===== src/rtl/control_unit_if.sv =====
// control_unit_if
//   Bundle of everything that passes between the control unit and the
//   datapath/memory. The control unit is the master: it receives the decoded
//   opcode, ALU flags and the memory ready handshake, and drives every mux
//   select, register enable and memory strobe.
// Signals:
//   opcode          decoded opcode from the instruction register
//   status_reg      ALU flags (bit0 Z, bit1 N, bit2 C, bit3 V)
//   mem_ready       memory access completes this cycle
//   *_mux           datapath mux selects
//   *_write         datapath buffer / register enables
//   mem_read/write  memory strobes
//   halted          CPU stopped on HLT
//   illegal_op      one-cycle pulse on an undefined opcode
//   state           current sequencer state, for debug
interface control_unit_if #(
  parameter int OPCODE_SIZE = 5,
  parameter int WORD_SIZE   = 16
);
  logic [OPCODE_SIZE-1:0] opcode;
  logic [WORD_SIZE-1:0]   status_reg;
  logic                   mem_ready;

  logic [1:0] ALU_in2_mux;
  logic [1:0] data_in_mux;
  logic [1:0] PC_mux;
  logic [1:0] memory_addr_mux;
  logic       mem_out_mux;

  logic reg_buff1_write;
  logic reg_buff2_write;
  logic status_reg_write;
  logic ALU_out_write;
  logic reg_write;
  logic PC_write;
  logic IR_write;

  logic mem_read;
  logic mem_write;

  logic       halted;
  logic       illegal_op;
  logic [2:0] state;

  modport master (
    input  opcode, status_reg, mem_ready,
    output ALU_in2_mux, data_in_mux, PC_mux, memory_addr_mux, mem_out_mux,
    output reg_buff1_write, reg_buff2_write, status_reg_write, ALU_out_write,
    output reg_write, PC_write, IR_write, mem_read, mem_write,
    output halted, illegal_op, state
  );

  modport slave (
    output opcode, status_reg, mem_ready,
    input  ALU_in2_mux, data_in_mux, PC_mux, memory_addr_mux, mem_out_mux,
    input  reg_buff1_write, reg_buff2_write, status_reg_write, ALU_out_write,
    input  reg_write, PC_write, IR_write, mem_read, mem_write,
    input  halted, illegal_op, state
  );
endinterface


===== src/rtl/control_unit.sv =====
// control_unit
//   Multicycle sequencer for the 16-bit CPU. Each instruction walks
//   FETCH -> DECODE -> EXEC -> (MEM | WB) and the unit drives all datapath
//   selects/enables and memory strobes combinationally from the current state
//   and the opcode captured during DECODE. Memory accesses in FETCH and MEM
//   stall on the mem_ready handshake.
// Ports:
//   clk    system clock, rising edge
//   rst_n  asynchronous active-low reset
//   bus    control_unit_if master modport (opcode, flags, mem_ready in;
//          selects, enables, strobes, halted, illegal_op, state out)
module control_unit #(
  parameter int OPCODE_SIZE = 5,
  parameter int WORD_SIZE   = 16
) (
  input  logic             clk,
  input  logic             rst_n,
  control_unit_if.master   bus
);

  typedef enum logic [2:0] {
    S_FETCH  = 3'd0,
    S_DECODE = 3'd1,
    S_EXEC   = 3'd2,
    S_MEM    = 3'd3,
    S_WB     = 3'd4,
    S_HALT   = 3'd5
  } state_t;

  localparam logic [4:0] OP_NOP     = 5'b00000;
  localparam logic [4:0] OP_ALU_RR  = 5'b00001;
  localparam logic [4:0] OP_ALU_RI3 = 5'b00010;
  localparam logic [4:0] OP_ALU_RI8 = 5'b00011;
  localparam logic [4:0] OP_LDI     = 5'b00100;
  localparam logic [4:0] OP_LD      = 5'b00101;
  localparam logic [4:0] OP_LDA     = 5'b00110;
  localparam logic [4:0] OP_ST      = 5'b00111;
  localparam logic [4:0] OP_STA     = 5'b01000;
  localparam logic [4:0] OP_JMP     = 5'b01001;
  localparam logic [4:0] OP_JR      = 5'b01010;
  localparam logic [4:0] OP_JAL     = 5'b01011;
  localparam logic [4:0] OP_BZ      = 5'b01100;
  localparam logic [4:0] OP_BNZ     = 5'b01101;
  localparam logic [4:0] OP_BN      = 5'b01110;
  localparam logic [4:0] OP_CMP     = 5'b01111;
  localparam logic [4:0] OP_HLT     = 5'b11111;

  state_t                 state_reg;
  state_t                 state_next;
  logic [OPCODE_SIZE-1:0] op_reg;
  logic                   legal;

  // Only Z and N steer branches; the remaining flag bits are not needed here.
  logic unused_flags;
  assign unused_flags = ^bus.status_reg[WORD_SIZE-1:2];

  // Defined opcodes are the contiguous block up to CMP plus HLT.
  assign legal = (bus.opcode <= OP_CMP) || (bus.opcode == OP_HLT);

  assign bus.state = state_reg;

  // State register; the opcode is captured in DECODE so EXEC/MEM see a stable
  // copy even if the instruction register is reloaded later.
  always_ff @(posedge clk or negedge rst_n) begin
    if (!rst_n) begin
      state_reg <= S_FETCH;
      op_reg    <= '0;
    end else begin
      state_reg <= state_next;
      if (state_reg == S_DECODE) begin
        op_reg <= bus.opcode;
      end
    end
  end

  // Next-state and output decode. Everything is held at 0 while reset is
  // asserted so nothing in the datapath or memory moves during reset.
  always_comb begin
    state_next           = state_reg;
    bus.ALU_in2_mux      = 2'd0;
    bus.data_in_mux      = 2'd0;
    bus.PC_mux           = 2'd0;
    bus.memory_addr_mux  = 2'd0;
    bus.mem_out_mux      = 1'b0;
    bus.reg_buff1_write  = 1'b0;
    bus.reg_buff2_write  = 1'b0;
    bus.status_reg_write = 1'b0;
    bus.ALU_out_write    = 1'b0;
    bus.reg_write        = 1'b0;
    bus.PC_write         = 1'b0;
    bus.IR_write         = 1'b0;
    bus.mem_read         = 1'b0;
    bus.mem_write        = 1'b0;
    bus.halted           = 1'b0;
    bus.illegal_op       = 1'b0;

    if (rst_n) begin
      case (state_reg)
        S_FETCH: begin
          bus.memory_addr_mux = 2'd0;
          bus.mem_read        = 1'b1;
          if (bus.mem_ready) begin
            bus.IR_write = 1'b1;
            bus.PC_write = 1'b1;
            bus.PC_mux   = 2'd0;
            state_next   = S_DECODE;
          end
        end

        S_DECODE: begin
          bus.reg_buff1_write = 1'b1;
          bus.reg_buff2_write = 1'b1;
          if (bus.opcode == OP_HLT) begin
            state_next = S_HALT;
          end else if (!legal || bus.opcode == OP_NOP) begin
            bus.illegal_op = !legal;
            state_next     = S_FETCH;
          end else begin
            state_next = S_EXEC;
          end
        end

        S_EXEC: begin
          state_next = S_FETCH;
          case (op_reg)
            OP_ALU_RR, OP_ALU_RI3, OP_ALU_RI8: begin
              bus.ALU_in2_mux      = (op_reg == OP_ALU_RR)  ? 2'd0 :
                                     (op_reg == OP_ALU_RI3) ? 2'd1 : 2'd2;
              bus.ALU_out_write    = 1'b1;
              bus.status_reg_write = 1'b1;
              state_next           = S_WB;
            end
            OP_CMP: begin
              bus.ALU_in2_mux      = 2'd0;
              bus.status_reg_write = 1'b1;
            end
            OP_LDI: begin
              bus.reg_write   = 1'b1;
              bus.data_in_mux = 2'd2;
            end
            OP_LD, OP_LDA, OP_ST, OP_STA: begin
              state_next = S_MEM;
            end
            OP_JMP: begin
              bus.PC_write = 1'b1;
              bus.PC_mux   = 2'd1;
            end
            OP_JR: begin
              bus.PC_write = 1'b1;
              bus.PC_mux   = 2'd2;
            end
            // PC was already incremented in FETCH, so data_in_mux=3 links the
            // return address while the jump target loads in the same cycle.
            OP_JAL: begin
              bus.reg_write   = 1'b1;
              bus.data_in_mux = 2'd3;
              bus.PC_write    = 1'b1;
              bus.PC_mux      = 2'd1;
            end
            OP_BZ: begin
              bus.PC_write = bus.status_reg[0];
              bus.PC_mux   = 2'd1;
            end
            OP_BNZ: begin
              bus.PC_write = !bus.status_reg[0];
              bus.PC_mux   = 2'd1;
            end
            OP_BN: begin
              bus.PC_write = bus.status_reg[1];
              bus.PC_mux   = 2'd1;
            end
            default: begin
              state_next = S_FETCH;
            end
          endcase
        end

        // Strobes stay up until memory answers; the load result is written
        // only in the ready cycle so a stalled access never writes early.
        S_MEM: begin
          case (op_reg)
            OP_LD, OP_LDA: begin
              bus.memory_addr_mux = (op_reg == OP_LD) ? 2'd1 : 2'd2;
              bus.mem_read        = 1'b1;
              if (bus.mem_ready) begin
                bus.reg_write   = 1'b1;
                bus.data_in_mux = 2'd1;
              end
            end
            OP_ST: begin
              bus.memory_addr_mux = 2'd1;
              bus.mem_out_mux     = 1'b0;
              bus.mem_write       = 1'b1;
            end
            OP_STA: begin
              bus.memory_addr_mux = 2'd2;
              bus.mem_out_mux     = 1'b1;
              bus.mem_write       = 1'b1;
            end
            default: begin
            end
          endcase
          if (bus.mem_ready) begin
            state_next = S_FETCH;
          end
        end

        S_WB: begin
          bus.reg_write   = 1'b1;
          bus.data_in_mux = 2'd0;
          state_next      = S_FETCH;
        end

        S_HALT: begin
          bus.halted = 1'b1;
        end

        default: begin
          state_next = S_FETCH;
        end
      endcase
    end
  end

endmodule


===== src/flat_wrapper.sv =====
// flat-port wrapper written by rule: the top's interface ports become plain ports
module control_unit_flat 
#(
  parameter int OPCODE_SIZE = 5,
  parameter int WORD_SIZE   = 16
)
  (clk, rst_n, bus_opcode, bus_status_reg, bus_mem_ready, bus_ALU_in2_mux, bus_data_in_mux, bus_PC_mux, bus_memory_addr_mux, bus_mem_out_mux, bus_reg_buff1_write, bus_reg_buff2_write, bus_status_reg_write, bus_ALU_out_write, bus_reg_write, bus_PC_write, bus_IR_write, bus_mem_read, bus_mem_write, bus_halted, bus_illegal_op, bus_state);
  control_unit_if #(.OPCODE_SIZE(OPCODE_SIZE), .WORD_SIZE(WORD_SIZE)) bus_i ();
  input  logic clk;
  input  logic rst_n;
  input wire logic [$bits(bus_i.opcode)-1:0] bus_opcode;
  input wire logic [$bits(bus_i.status_reg)-1:0] bus_status_reg;
  input wire logic [$bits(bus_i.mem_ready)-1:0] bus_mem_ready;
  output wire logic [$bits(bus_i.ALU_in2_mux)-1:0] bus_ALU_in2_mux;
  output wire logic [$bits(bus_i.data_in_mux)-1:0] bus_data_in_mux;
  output wire logic [$bits(bus_i.PC_mux)-1:0] bus_PC_mux;
  output wire logic [$bits(bus_i.memory_addr_mux)-1:0] bus_memory_addr_mux;
  output wire logic [$bits(bus_i.mem_out_mux)-1:0] bus_mem_out_mux;
  output wire logic [$bits(bus_i.reg_buff1_write)-1:0] bus_reg_buff1_write;
  output wire logic [$bits(bus_i.reg_buff2_write)-1:0] bus_reg_buff2_write;
  output wire logic [$bits(bus_i.status_reg_write)-1:0] bus_status_reg_write;
  output wire logic [$bits(bus_i.ALU_out_write)-1:0] bus_ALU_out_write;
  output wire logic [$bits(bus_i.reg_write)-1:0] bus_reg_write;
  output wire logic [$bits(bus_i.PC_write)-1:0] bus_PC_write;
  output wire logic [$bits(bus_i.IR_write)-1:0] bus_IR_write;
  output wire logic [$bits(bus_i.mem_read)-1:0] bus_mem_read;
  output wire logic [$bits(bus_i.mem_write)-1:0] bus_mem_write;
  output wire logic [$bits(bus_i.halted)-1:0] bus_halted;
  output wire logic [$bits(bus_i.illegal_op)-1:0] bus_illegal_op;
  output wire logic [$bits(bus_i.state)-1:0] bus_state;
  assign bus_i.opcode = bus_opcode;
  assign bus_i.status_reg = bus_status_reg;
  assign bus_i.mem_ready = bus_mem_ready;
  assign bus_ALU_in2_mux = bus_i.ALU_in2_mux;
  assign bus_data_in_mux = bus_i.data_in_mux;
  assign bus_PC_mux = bus_i.PC_mux;
  assign bus_memory_addr_mux = bus_i.memory_addr_mux;
  assign bus_mem_out_mux = bus_i.mem_out_mux;
  assign bus_reg_buff1_write = bus_i.reg_buff1_write;
  assign bus_reg_buff2_write = bus_i.reg_buff2_write;
  assign bus_status_reg_write = bus_i.status_reg_write;
  assign bus_ALU_out_write = bus_i.ALU_out_write;
  assign bus_reg_write = bus_i.reg_write;
  assign bus_PC_write = bus_i.PC_write;
  assign bus_IR_write = bus_i.IR_write;
  assign bus_mem_read = bus_i.mem_read;
  assign bus_mem_write = bus_i.mem_write;
  assign bus_halted = bus_i.halted;
  assign bus_illegal_op = bus_i.illegal_op;
  assign bus_state = bus_i.state;
  control_unit #(.OPCODE_SIZE(OPCODE_SIZE), .WORD_SIZE(WORD_SIZE)) u_core (.clk(clk), .rst_n(rst_n), .bus(bus_i));
endmodule

===== config.mk =====
export PLATFORM = sky130hd
export DESIGN_NAME = control_unit_flat
export DESIGN_NICKNAME = d
export VERILOG_FILES = /design/src/rtl/control_unit_if.sv /design/src/rtl/control_unit.sv /design/src/flat_wrapper.sv
export SDC_FILE = /design/constraint.sdc
export NUM_CORES = 1
export LEC_CHECK = 0
export CORE_MARGIN = 2
export CORE_UTILIZATION = 38
export DETAILED_ROUTE_END_ITERATION = 10
export MAX_ROUTING_LAYER = met4
export PLACE_DENSITY = 0.79
export SLEW_MARGIN = 20
export SYNTH_ARGS = -nofsm -noshare
export SYNTH_HDL_FRONTEND = slang
export SYNTH_SLANG_ARGS = --single-unit

===== constraint.sdc =====
create_clock -name clk -period 1.66 [get_ports clk]
set_clock_uncertainty 0.05 [all_clocks]
set_input_delay 0.166 -clock clk [delete_from_list [all_inputs] [get_ports clk]]
set_output_delay 0.166 -clock clk [all_outputs]
set_load 0.01 [all_outputs]

* Yosys cells after proc, flatten, opt, wreduce, memory -nomap -nowiden
Cells that the tools add are included.
** Storage, ports and cells
- Input port bits :: 24
- Output and inout bits :: 23
- Bits in registers :: 8
- Logic and storage cells :: 98
** Operators by class
- $lt $le $gt $ge :: 1
- Multiplexer cells :: 56
- Eq/ne operators :: 23
- Reduce and logical (&&, ||, !) cells :: 15
- Bitwise gates (word level) :: 1
** Operator list (count)
- $eq 5x4->1 const B :: 8
- $mux 1 :: 30
- $mux 2 :: 13
- $eq 5x3->1 const B :: 4
- $pmux 3 s5 :: 1
- $pmux 2 s2 :: 3
- $eq 5x2->1 const B :: 2
- $mux 3 :: 3
- $reduce_or 4->1 :: 2
- $eq 3x2->1 const B :: 2
- $eq 3x3->1 const B :: 2
- $pmux 2 s3 :: 1
- $pmux 3 s2 :: 1
- $reduce_or 2->1 :: 3
- $reduce_or 3->1 :: 2
- $eq 5x1->1 const B :: 1
- $eq 5x5->1 const B :: 1
- $le 5x4->1 const B :: 1
- $logic_not 5->1 :: 1
- $reduce_or 5->1 :: 1
- $ne 2x2->1 const B :: 2
- $pmux 1 s2 :: 2
- $pmux 1 s4 :: 1
- $reduce_and 4->1 :: 1
- 6 further kinds :: 8

* Depth between registers and ports, before layout
Gate-level depths: netlist of the first run.
- Depth after elaboration :: 8
- Mapped depth :: 5
- Depth with buffers taken out :: 4

* Worst setup path before layout of the first run
Ideal clock, no wire load.
- Kind :: register -> output
- From :: register u_core.state_reg[2] (netlist: u_core.bus.state[2])
- To :: output bus_ALU_in2_mux[0]
- Cell stages (with the launch flop) :: 6
- Data required time :: 1444 ps
- Slack :: -17 ps
- Path buffers :: 1
- Arrival time :: 1461 ps
- Path through :: dfrtp_1 buf_6 nor2b_2 nand2_1 or3_4 nor4_1
** On the way
- Word-level cells in the longest chain between the ends :: 3
** RTL lines
- start: declaration :: RTL line control_unit.sv:48 : state_t state_reg;
- start signal: assignment :: RTL line control_unit.sv:69 : state_reg <= state_next;
- $eq 3x2->1 :: RTL line control_unit.sv:98 : case (state_reg)
- $mux 2 :: RTL line control_unit.sv:98
- $mux 2 :: RTL line control_unit.sv:97 : if (rst_n) begin
- end: declaration :: RTL line flat_wrapper.sv:14 : output wire logic [$bits(bus_i.ALU_in2_mux)-1:0] bus_ALU_in2_mux;
No other way between the ends.

* Worst setup path after layout of the first run
- From :: register u_core.op_reg[2]
- To :: output bus_reg_write
** On the way
- Word-level cells in the longest chain between the ends :: 5
- Elaborated cells between the ends (all ways) :: 10
- Classes of those cells :: eq/ne (4); mux (4); reduce/logical (2)
** RTL lines
- start: declaration :: RTL line control_unit.sv:50 : logic [OPCODE_SIZE-1:0] op_reg;
- start signal: assignment :: RTL line control_unit.sv:71 : op_reg <= bus.opcode;
- $eq 5x3->1, or another cell as far along :: RTL line control_unit.sv:181 : case (op_reg)
- $reduce_or 2->1 (on tied branches)
- $mux 1 (on tied branches) :: RTL line control_unit.sv:181, control_unit.sv:125
- $pmux 1 s3 * :: RTL line control_unit.sv:98
- $mux 1 * :: RTL line control_unit.sv:97
- end: declaration :: RTL line flat_wrapper.sv:23 : output wire logic [$bits(bus_i.reg_write)-1:0] bus_reg_write;
Every way passes the cells marked *; elsewhere a longest branch is shown, timed or not.

==> run_results.csv, run 1 <==
group,metric,value,unit
timing,rsz0062_at_grt,"true",
timing,drv_slew,0,
logic_synthesis,synthDistinctLibCells,40,
logic_synthesis,yosys.area.top_type,"dfrtp_1",
detailed_routing,dr_total_vias,1304,
finish,final_cell_mix,"34 x buf_4, 16 x buf_2, 16 x buf_6",
min_path,hp-class,"in2async",
timing,setup_ws,-0.265,ns
floorplanning,chipHeight,51.4,um
finish,largest_reg_flops,5,
logic_synthesis,yosysTopAreaCellShare,23.5,%
placed_design,pre_cts_slack,-0.497,ns
setup_path,cp-end-kind,"output pin",
grt,grt_overflow,0,
logic_synthesis,synth-seq-cells,8,
logic_synthesis,synthTopCellsByArea,"dfrtp_1 23%, nor2_1 8.4%, a21oi_1 5.9%, nand2b_1 5.9%, mux2_2 5.3%",
timing,slew-limit-headroom,80.5,%
logic_synthesis,synth_edf_count,0,
power_and_ir_drop,power_density,1640,nW/um2
finish,n_antenna_cell,0,
finish,mostFrequentLayoutCell,"buf_4",
logic_synthesis,ys.flop_type,"dfrtp_1",
logic_synthesis,syn_inst,119,
cts,clockBufferDepth,2,
logic_synthesis,ys_seq_area_share,23.5,%
setup_path,worstSetupPathType,"reg2out",
setup_path,critPathMaxFanout,3,
placed_design,gp_congestion,0.942,
logic_synthesis,syn_nets,143,
power_and_ir_drop,leakage,0.763,nW
timing,tightestPinTransition,0.290,ns
detailed_routing,post_drt_wl_per_cell,18.0,um
grt,grt_pass1_vias,1241,
floorplanning,core-area,2170,um2
run_status,status,"finished with violations",
detailed_routing,ant_nets,0,
finish,post-route-util,78.0,%
logic_synthesis,synth_area_per_cell,7.17,um2
detailed_routing,routed_wl,3.95,mm
timing,hold_violations,0,
placed_design,io_buffers,32,
run_status,violations,"setup timing",
flow_run,cap_viol_max_count,0,
cts,cts-root-buf,"clkbuf_4",
setup_path,critPathLaunchType,"register",
floorplanning,design.die.area,2640,um2
placed_design,hpwl,2.20,mm
finish,final_layout_size_suffix_gt1_share,61.3,%
detailed_routing,drc,0,
grt,grt_max_degree,16,
power_and_ir_drop,vdd_ir_drop_max,0.00113,V
finish,final_cell_area,1690,um2
finish,syn2layout_area_growth,98.4,%
cts,hold_buffers,0,
cts,htreeDepth,1,
setup_path,crit_required,1.44,ns
detailed_routing,via_per_inst,5.95,
finish,fill_cells,126,
logic_synthesis,yosys_warnings,0,
cts,cts_buffers,3,
finish,nets,217,
floorplanning,rows,17,
grt,grt_pass1_wl,5.58,mm
detailed_routing,first_pass_iters,4,
grt,antenna_found_initial,0,
floorplanning,initial_core_util,39.3,%
detailed_routing,drt_iter0_drc,48,
cts,cts_tree,"built",
placed_design,placed_cell_area,1400,um2
grt,grt_usage,28.6,%
cts,clock_sinks,8,
floorplanning,ios,47,
timing,min_period,1.93,ns
setup_path,crit_arrival,1.71,ns
timing,max_freq,0.519,GHz
logic_synthesis,synth_area,853,um2
timing,fin_crit_sh,116,%
timing,hold_ws,0.0672,ns
floorplanning,dieWidth,51.4,um
timing,setup_viol,22,
cts,insertion_delay,0.26,ns
cts,clkSlewWorstSetupHoldPaths,0.06,ns
logic_synthesis,synth-async-reset-ratio,100,%
-- where the power goes --
group | switching, mW | internal (mW) | total [mW]
Sequential | 0.118 | 0.288 | 0.406
Clock | 0.0735 | 0.0832 | 0.157
Combinational | 1.08 | 1.13 | 2.21
Total | 1.27 | 1.51 | 2.77
-- synthesized netlist by cell type (2+ instances only) --
| master | instances |
|---|---|
| nor2b_1 | 3 |
| nor2_1 | 19 |
| inv_1 | 3 |
| nand3_1 | 2 |
| nand2b_1 | 8 |
| or2_2 | 2 |
| o22ai_1 | 2 |
| nor3_1 | 2 |
| a31oi_1 | 3 |
| nand2_1 | 9 |
| clkbuf_1 | 3 |
| buf_2 | 5 |
| nand4_1 | 2 |
| a21oi_1 | 10 |
| mux2_2 | 4 |
| and3_1 | 2 |
| nor4_1 | 4 |
| or3_1 | 2 |
| o21ai_0 | 5 |
| and2_1 | 2 |
| dfrtp_1 | 8 |
-- cell families after synthesis --
family          Yosys count  synth area share (%)
flops                     8                  23.5
compound gates           29                  21.8
mux                       4                  5.28
simple gates             65                  41.6
buf+inv                  13                  7.77
-- what timing repair did --
action,CTS,global route
endpoints found under the setup margin,20,23
resized for setup,109,36
pin swaps,12,13
setup buffers,7,9
endpoints found under the hold margin,0,0
-- layer usage --
layer	wire length, um	vias to the layer above	track usage, %
li1	-	574	-
met2	1970	91	48.1
met4	259	0	13.6
met1	1440	614	33.5
met5	0	-	-
met3	281	25	4.09
-- final timing paths --
| check | slack [ns] | startpoint | depth (start not counted) | end |
|---|---|---|---|---|
| max | -0.27 | u_core.op_reg[2] | 6 | bus_reg_write |
| min | 0.07 | rst_n | 2 | u_core.bus.state[2] |
| max reg2reg | -0.10 | u_core.op_reg[0] | 6 | u_core.bus.state[1] |
| min reg2reg | 0.66 | u_core.op_reg[3] | 2 | u_core.op_reg[3] |
| max in group asynchronous | 1.33 | rst_n | 2 | u_core.op_reg[1] |
| min in group clk | 0.53 | bus_opcode[3] | 2 | u_core.op_reg[3] |
-- through the flow --
| step | instances | power, mW | TNS, ns |
|---|---|---|---|
| 5_1_grt | 219 | 2.91 | -3.99 |
| 2_1_floorplan | 119 | 1.16 | -0.0336 |
| 4_1_cts | 211 | 2.29 | -2.33 |
| 3_3_place_gp | 202 | 1.85 | -7.43 |
| 6_report | 219 | 2.77 | -2.65 |
| 3_5_place_dp | 202 | 1.89 | -7.85 |
-- final cells by class --
| cell class | instances | area [um2] | area share [%] |
|---|---|---|---|
| clock buffer | 3 | 22.5 | 1.33 |
| inverter | 3 | 11.3 | 0.665 |
| multi-input combinational | 98 | 778 | 46.0 |
| sequential | 8 | 204 | 12.0 |
| tap | 28 | 35.0 | 2.07 |
| timing repair buffer | 79 | 642 | 37.9 |
-- worst max-delay path, stage by stage, from the launching register on --
cell,delay (ns)
dfrtp_1,0.36
buf_6,0.10
or3b_4,0.39
a211oi_2,0.23
a31oi_2,0.08
o32ai_2,0.12
buf_2,0.17
Power figures use the tool's default switching activity.
==> run 2, diff against run 1 <==
--- a/config.mk
+++ b/config.mk
@@ -6,10 +6,11 @@
 export NUM_CORES = 1
 export LEC_CHECK = 0
 export CORE_MARGIN = 2
-export CORE_UTILIZATION = 38
+export CORE_UTILIZATION = 41
+export CTS_BUF_LIST = sky130_fd_sc_hd__clkbuf_4 sky130_fd_sc_hd__clkbuf_8 sky130_fd_sc_hd__clkbuf_16
 export DETAILED_ROUTE_END_ITERATION = 10
 export MAX_ROUTING_LAYER = met4
-export PLACE_DENSITY = 0.79
+export PLACE_DENSITY = 0.84
 export SLEW_MARGIN = 20
 export SYNTH_ARGS = -nofsm -noshare
 export SYNTH_HDL_FRONTEND = slang
==> constraint.sdc (replaced) <==
create_clock -name clk -period 2.4 [get_ports clk]
set_clock_uncertainty 0.05 [all_clocks]
set_input_delay 0.24 -clock clk [delete_from_list [all_inputs] [get_ports clk]]
set_output_delay 0.24 -clock clk [all_outputs]
set_load 0.01 [all_outputs]
==> run_results.csv, run 2 (synthesis gave the netlist of run 1 again) <==
group,metric,value,unit
floorplanning,design.die.area,2460,um2
setup_path,r2r-start,"u_core.op_reg[2]",
setup_path,cp_common_cell,"and2_1",
timing,drv_slew,0,
cts,clkSlewWorstSetupHoldPaths,0.06,ns
grt,grt_pass1_wl,3.92,mm
placed_design,gp_congestion,0.923,
grt,antenna_found_initial,0,
flow_run,cap_viol_max_count,0,
grt,grt_overflow,0,
setup_path,crit_family,"buffers and inverters",
placed_design,pre_cts_slack,0.0487,ns
detailed_routing,drc,0,
cts,hold_buffers,0,
setup_path,crit_buf_inv,2,
finish,n_antenna_cell,0,
power_and_ir_drop,power,1.25,mW
finish,mostFrequentLayoutCell,"clkdlybuf4s50_1",
setup_path,critPathLaunchType,"register",
timing,hold_violations,0,
detailed_routing,first_pass_iters,4,
timing,fin_tns_setup,0,ns
setup_path,reg2reg_depth,5,
finish,syn2layout_area_growth,50.4,%
setup_path,crit_required,2.11,ns
cts,clock_sinks,8,
setup_path,crit_arrival,2.01,ns
detailed_routing,drt_iter0_drc,30,
detailed_routing,routed_wl,2.47,mm
power_and_ir_drop,power_density,973,nW/um2
detailed_routing,via_per_inst,5.65,
setup_path,worstPathCellList,"buf_4 > nor2_1 > and2_1 > and2_1 > and3_1 > clkdlybuf4s50_1",
grt,grt_pass1_vias,882,
finish,final_cell_mix,"25 x clkdlybuf4s50_1, 19 x nor2_1, 11 x buf_4",
timing,max_freq,0.434,GHz
detailed_routing,dr_total_vias,1034,
finish,post-route-util,65.4,%
power_and_ir_drop,vdd_ir_drop_max,0.000679,V
setup_path,critical_path.slowest_cell,"clkdlybuf4s50_1",
setup_path,crit_cells,6,
setup_path,critPathMaxFanout,7,
power_and_ir_drop,leakage,0.581,nW
detailed_routing,post_drt_wl_per_cell,13.5,um
grt,grt_usage,21.1,%
floorplanning,chipHeight,49.6,um
detailed_routing,ant_nets,0,
timing,setup_viol,0,
floorplanning,initial_core_util,43.5,%
timing,setup_ws,0.0977,ns
floorplanning,rows,16,
placed_design,io_buffers,32,
grt,grt_max_degree,16,
timing,tightestPinTransition,0.384,ns
min_path,hp-class,"in2async",
setup_path,rrSetupSlack,0.82,ns
floorplanning,core-area,1960,um2
setup_path,worstSetupPathType,"reg2out",
cts,cts-root-buf,"clkbuf_4",
finish,final_layout_size_suffix_gt1_share,19.9,%
setup_path,cp-end-kind,"output pin",
timing,fin_crit_sh,95.9,%
setup_path,reg2reg_to,"u_core.bus.state[1]",
setup_path,cpPeakStageDelay,0.53,ns
cts,clockBufferDepth,2,
finish,largest_reg_flops,5,
floorplanning,dieWidth,49.6,um
cts,cts_buffers,3,
setup_path,endpoint,"bus_illegal_op",
timing,hold_ws,0.323,ns
timing,rsz0062_at_grt,"false",
finish,nets,182,
placed_design,hpwl,1.89,mm
cts,cts_tree,"built",
cts,htreeDepth,1,
cts,insertion_delay,0.25,ns
timing,min_period,2.30,ns
run_status,status,"completed",
setup_path,startpoint,"u_core.bus.state[1]",
floorplanning,ios,47,
timing,slew-limit-headroom,74.3,%
run 2: how the worst min path moves through the flow:
stage | from | end | slack [ns]
floorplan | rst_n | u_core.bus.state[0] | -0.11
global placement | u_core.op_reg[3] | u_core.op_reg[3] | 0.53
detailed placement | u_core.op_reg[3] | u_core.op_reg[3] | 0.57
CTS | rst_n | u_core.bus.state[2] | 0.30
global route | rst_n | u_core.bus.state[2] | 0.33
finish | rst_n | u_core.bus.state[0] | 0.32
run 2: where the power goes:
part | switching [mW] | internal (mW)
Clock | 0.0441 | 0.0571
Combinational | 0.435 | 0.424
Sequential | 0.0897 | 0.199
run 2: layer usage:
metal	vias up	routed length, um	GRT usage (%)
met2	48	1230	34.7
met5	-	0	-
li1	502	-	-
met4	0	23	8.80
met3	4	175	3.33
met1	480	1050	25.6
run 2: cell type report:
cell class / instances / area [um2]
sequential: 8 / 203
tap: 27 / 33.8
clock buffer: 3 / 22.5
timing repair buffer: 44 / 424
inverter: 3 / 11.3
multi-input combinational: 98 / 589
fill: 193 / 678
run 2: repair_timing:
action | 4_1_cts | 5_1_grt
setup endpoints to repair | 4 | 7
setup buffers | 0 | 2
gates resized for setup | 5 | 6
run 2: per-stage QoR:
stage	std cells	instance area, um2
6_report	183	1280
3_3_place_gp	178	1230
4_1_cts	181	1250
3_5_place_dp	178	1230
2_1_floorplan	119	853
5_1_grt	183	1280
==> RTL edit: new RTL, settings of run 1 <==
`OPCODE_SIZE` is set to 5 in 3 places; all go to 10.
--- a/src/rtl/control_unit_if.sv
+++ b/src/rtl/control_unit_if.sv
@@ -15,5 +15,5 @@
 //   state           current sequencer state, for debug
 interface control_unit_if #(
-  parameter int OPCODE_SIZE = 5,
+  parameter int OPCODE_SIZE = 10,
   parameter int WORD_SIZE   = 16
 );
--- a/src/rtl/control_unit.sv
+++ b/src/rtl/control_unit.sv
@@ -11,5 +11,5 @@
 //          selects, enables, strobes, halted, illegal_op, state out)
 module control_unit #(
-  parameter int OPCODE_SIZE = 5,
+  parameter int OPCODE_SIZE = 10,
   parameter int WORD_SIZE   = 16
 ) (
--- a/src/flat_wrapper.sv
+++ b/src/flat_wrapper.sv
@@ -2,5 +2,5 @@
 module control_unit_flat 
 #(
-  parameter int OPCODE_SIZE = 5,
+  parameter int OPCODE_SIZE = 10,
   parameter int WORD_SIZE   = 16
 )
Ports: changed (resized bus_opcode); port bits go from 47 to 52. The function was not compared with the original's and may differ.
==> RTL edit against run 1 <==
Routed wire length up 8.3%; highest routed layer unchanged; sequential cell count rose by 5; the flow still finishes with violations (setup timing); largest power group unchanged; worst setup slack worse by 0.094 ns; sequential share of layout area increased by 4.4 points; cell area up 18%; area after synthesis rose by 30%; total power fell by 3.4%.
==> RTL edit: results (changes against run 1) <==
yosys:
  avgSynthCellArea_um2: 8.34  # was 7.17 um2
  ys_seq_area_share_pct: 29.3  # was 23.5%
  synth_nets: 162  # was 143
timing:
  setup_viol: 15  # was 22
  setup_tns_ns: -4.57  # was -2.65 ns
  worstMarginPinSlew_ns: 0.325  # was 0.290 ns
  setup_slack_ns: -0.359  # was -0.265 ns
grt:
  grt_pass1_vias: 1424  # was 1241
  grtUsageTotal_pct: 25.6  # was 28.6%
  grt_pass1_wl_um: 6560  # was 5580 um
placed_design:
  dpl_cell_area_um2: 1840  # was 1400 um2
  hpwl_um: 3020  # was 2200 um
  place_congestion: 0.887  # was 0.942
power_and_ir_drop:
  peakVddDrop_mv: 1.23  # was 1.13 mV
  p_leak_uw: 0.000908  # was 0.000763 uW
drt:
  wl_per_cell_um: 16.8  # was 18.0 um
  drt_iter0_drc: 45  # was 48
  vias_per_cell: 5.65  # was 5.95
  wl_met2_um: 2260  # was 1970 um
run_status:
  violations: "setup timing"  # unchanged
  status: "complete, but fails checks"  # unchanged
finish:
  largest_reg_flops: 10  # was 5
  fin_cells: 255  # was 219
  final_nets: 254  # was 217
  fill_cells: 200  # was 126
critical_path:
  critPathArrivalTime_ns: 1.80  # was 1.71 ns
  cp_max_fo: 4  # was 3
cts:
  clk_pin_slew_worst_paths_ns: 0.09  # was 0.06 ns
RTL edit: changes by cell type after synthesis, sizes merged, moves of 3 or more:
cell    before  now
nand2b       8    4
nand3        2    6
mux2         4    9
o21ai        6   11
dfrtp        8   13
a21oi       10    5
nand2        9   14
or3          3    0
RTL edit: critical path: stages, from the launching register on:
cell and delay (ns):
dfrtp_1 0.41, nor4_4 0.35, nand4_2 0.20, or2_4 0.30, nor3_2 0.14, buf_2 0.14
RTL edit: worst paths after layout:
check	start	slack (ns)	end	cells past startpoint
hold / removal	rst_n	0.05	u_core.op_reg[2]	3
hold reg to reg	u_core.op_reg[4]	0.44	u_core.op_reg[4]	1
min in group clk	bus_opcode[9]	0.33	u_core.op_reg[9]	3
setup reg to reg	u_core.bus.state[0]	0.03	u_core.bus.state[2]	6
max in group asynchronous	rst_n	1.01	u_core.op_reg[0]	3
setup / recovery	u_core.op_reg[7]	-0.36	bus_memory_addr_mux[1]	5
RTL edit: area by class of cell:
| class | instances | area (um2) | area share, % |
|---|---|---|---|
| multi-input combinational | 107 | 831 | 41.5 |
| timing repair buffer | 96 | 763 | 38.1 |
| sequential | 13 | 329 | 16.4 |
| tap | 31 | 38.8 | 1.94 |
| clock buffer | 4 | 26.3 | 1.31 |
| inverter | 4 | 15.0 | 0.750 |
RTL edit: power groups by stage:
| stage | combinational, uW | clock, uW | sequential (uW) |
|---|---|---|---|
| 5_1_grt | 1940 | 220 | 656 |
| 3_5_place_dp | 1460 | 0 | 661 |
| 3_3_place_gp | 1400 | 0 | 641 |
| 2_1_floorplan | 811 | 0 | 572 |
| 6_report | 1840 | 195 | 648 |
| 4_1_cts | 1640 | 196 | 629 |
RTL edit: cell families after synthesis:
logic type | synth area share [%]
compound gates | 20.4
xor+xnor | 0.789
buf+inv | 5.86
flops | 29.3
mux | 9.13
simple gates | 34.5
RTL edit: routing by layer:
| layer | vias to the layer above | global-route usage (%) |
|---|---|---|
| met5 | - | - |
| met4 | 0 | 5.65 |
| met3 | 10 | 2.01 |
| met2 | 55 | 45.6 |
| met1 | 707 | 31.5 |
| li1 | 669 | - |
RTL edit: what timing repair did:
item,CTS,global route
endpoints found under the setup margin,21,23
setup buffers,6,3
endpoints found under the hold margin,2,0
hold buffers,1,0
resized for setup,97,22
pin swaps,15,12
RTL edit: stage by stage:
step | hold WS [ns] | total power, uW | setup WS [ns]
after floorplan | -0.180 | 1380 | 0.0467
after global placement | 0.419 | 2040 | -0.471
after detailed placement | 0.427 | 2120 | -0.544
after CTS | 0.0374 | 2470 | -0.383
after global routing | 0.0473 | 2810 | -0.498
final | 0.0463 | 2680 | -0.359
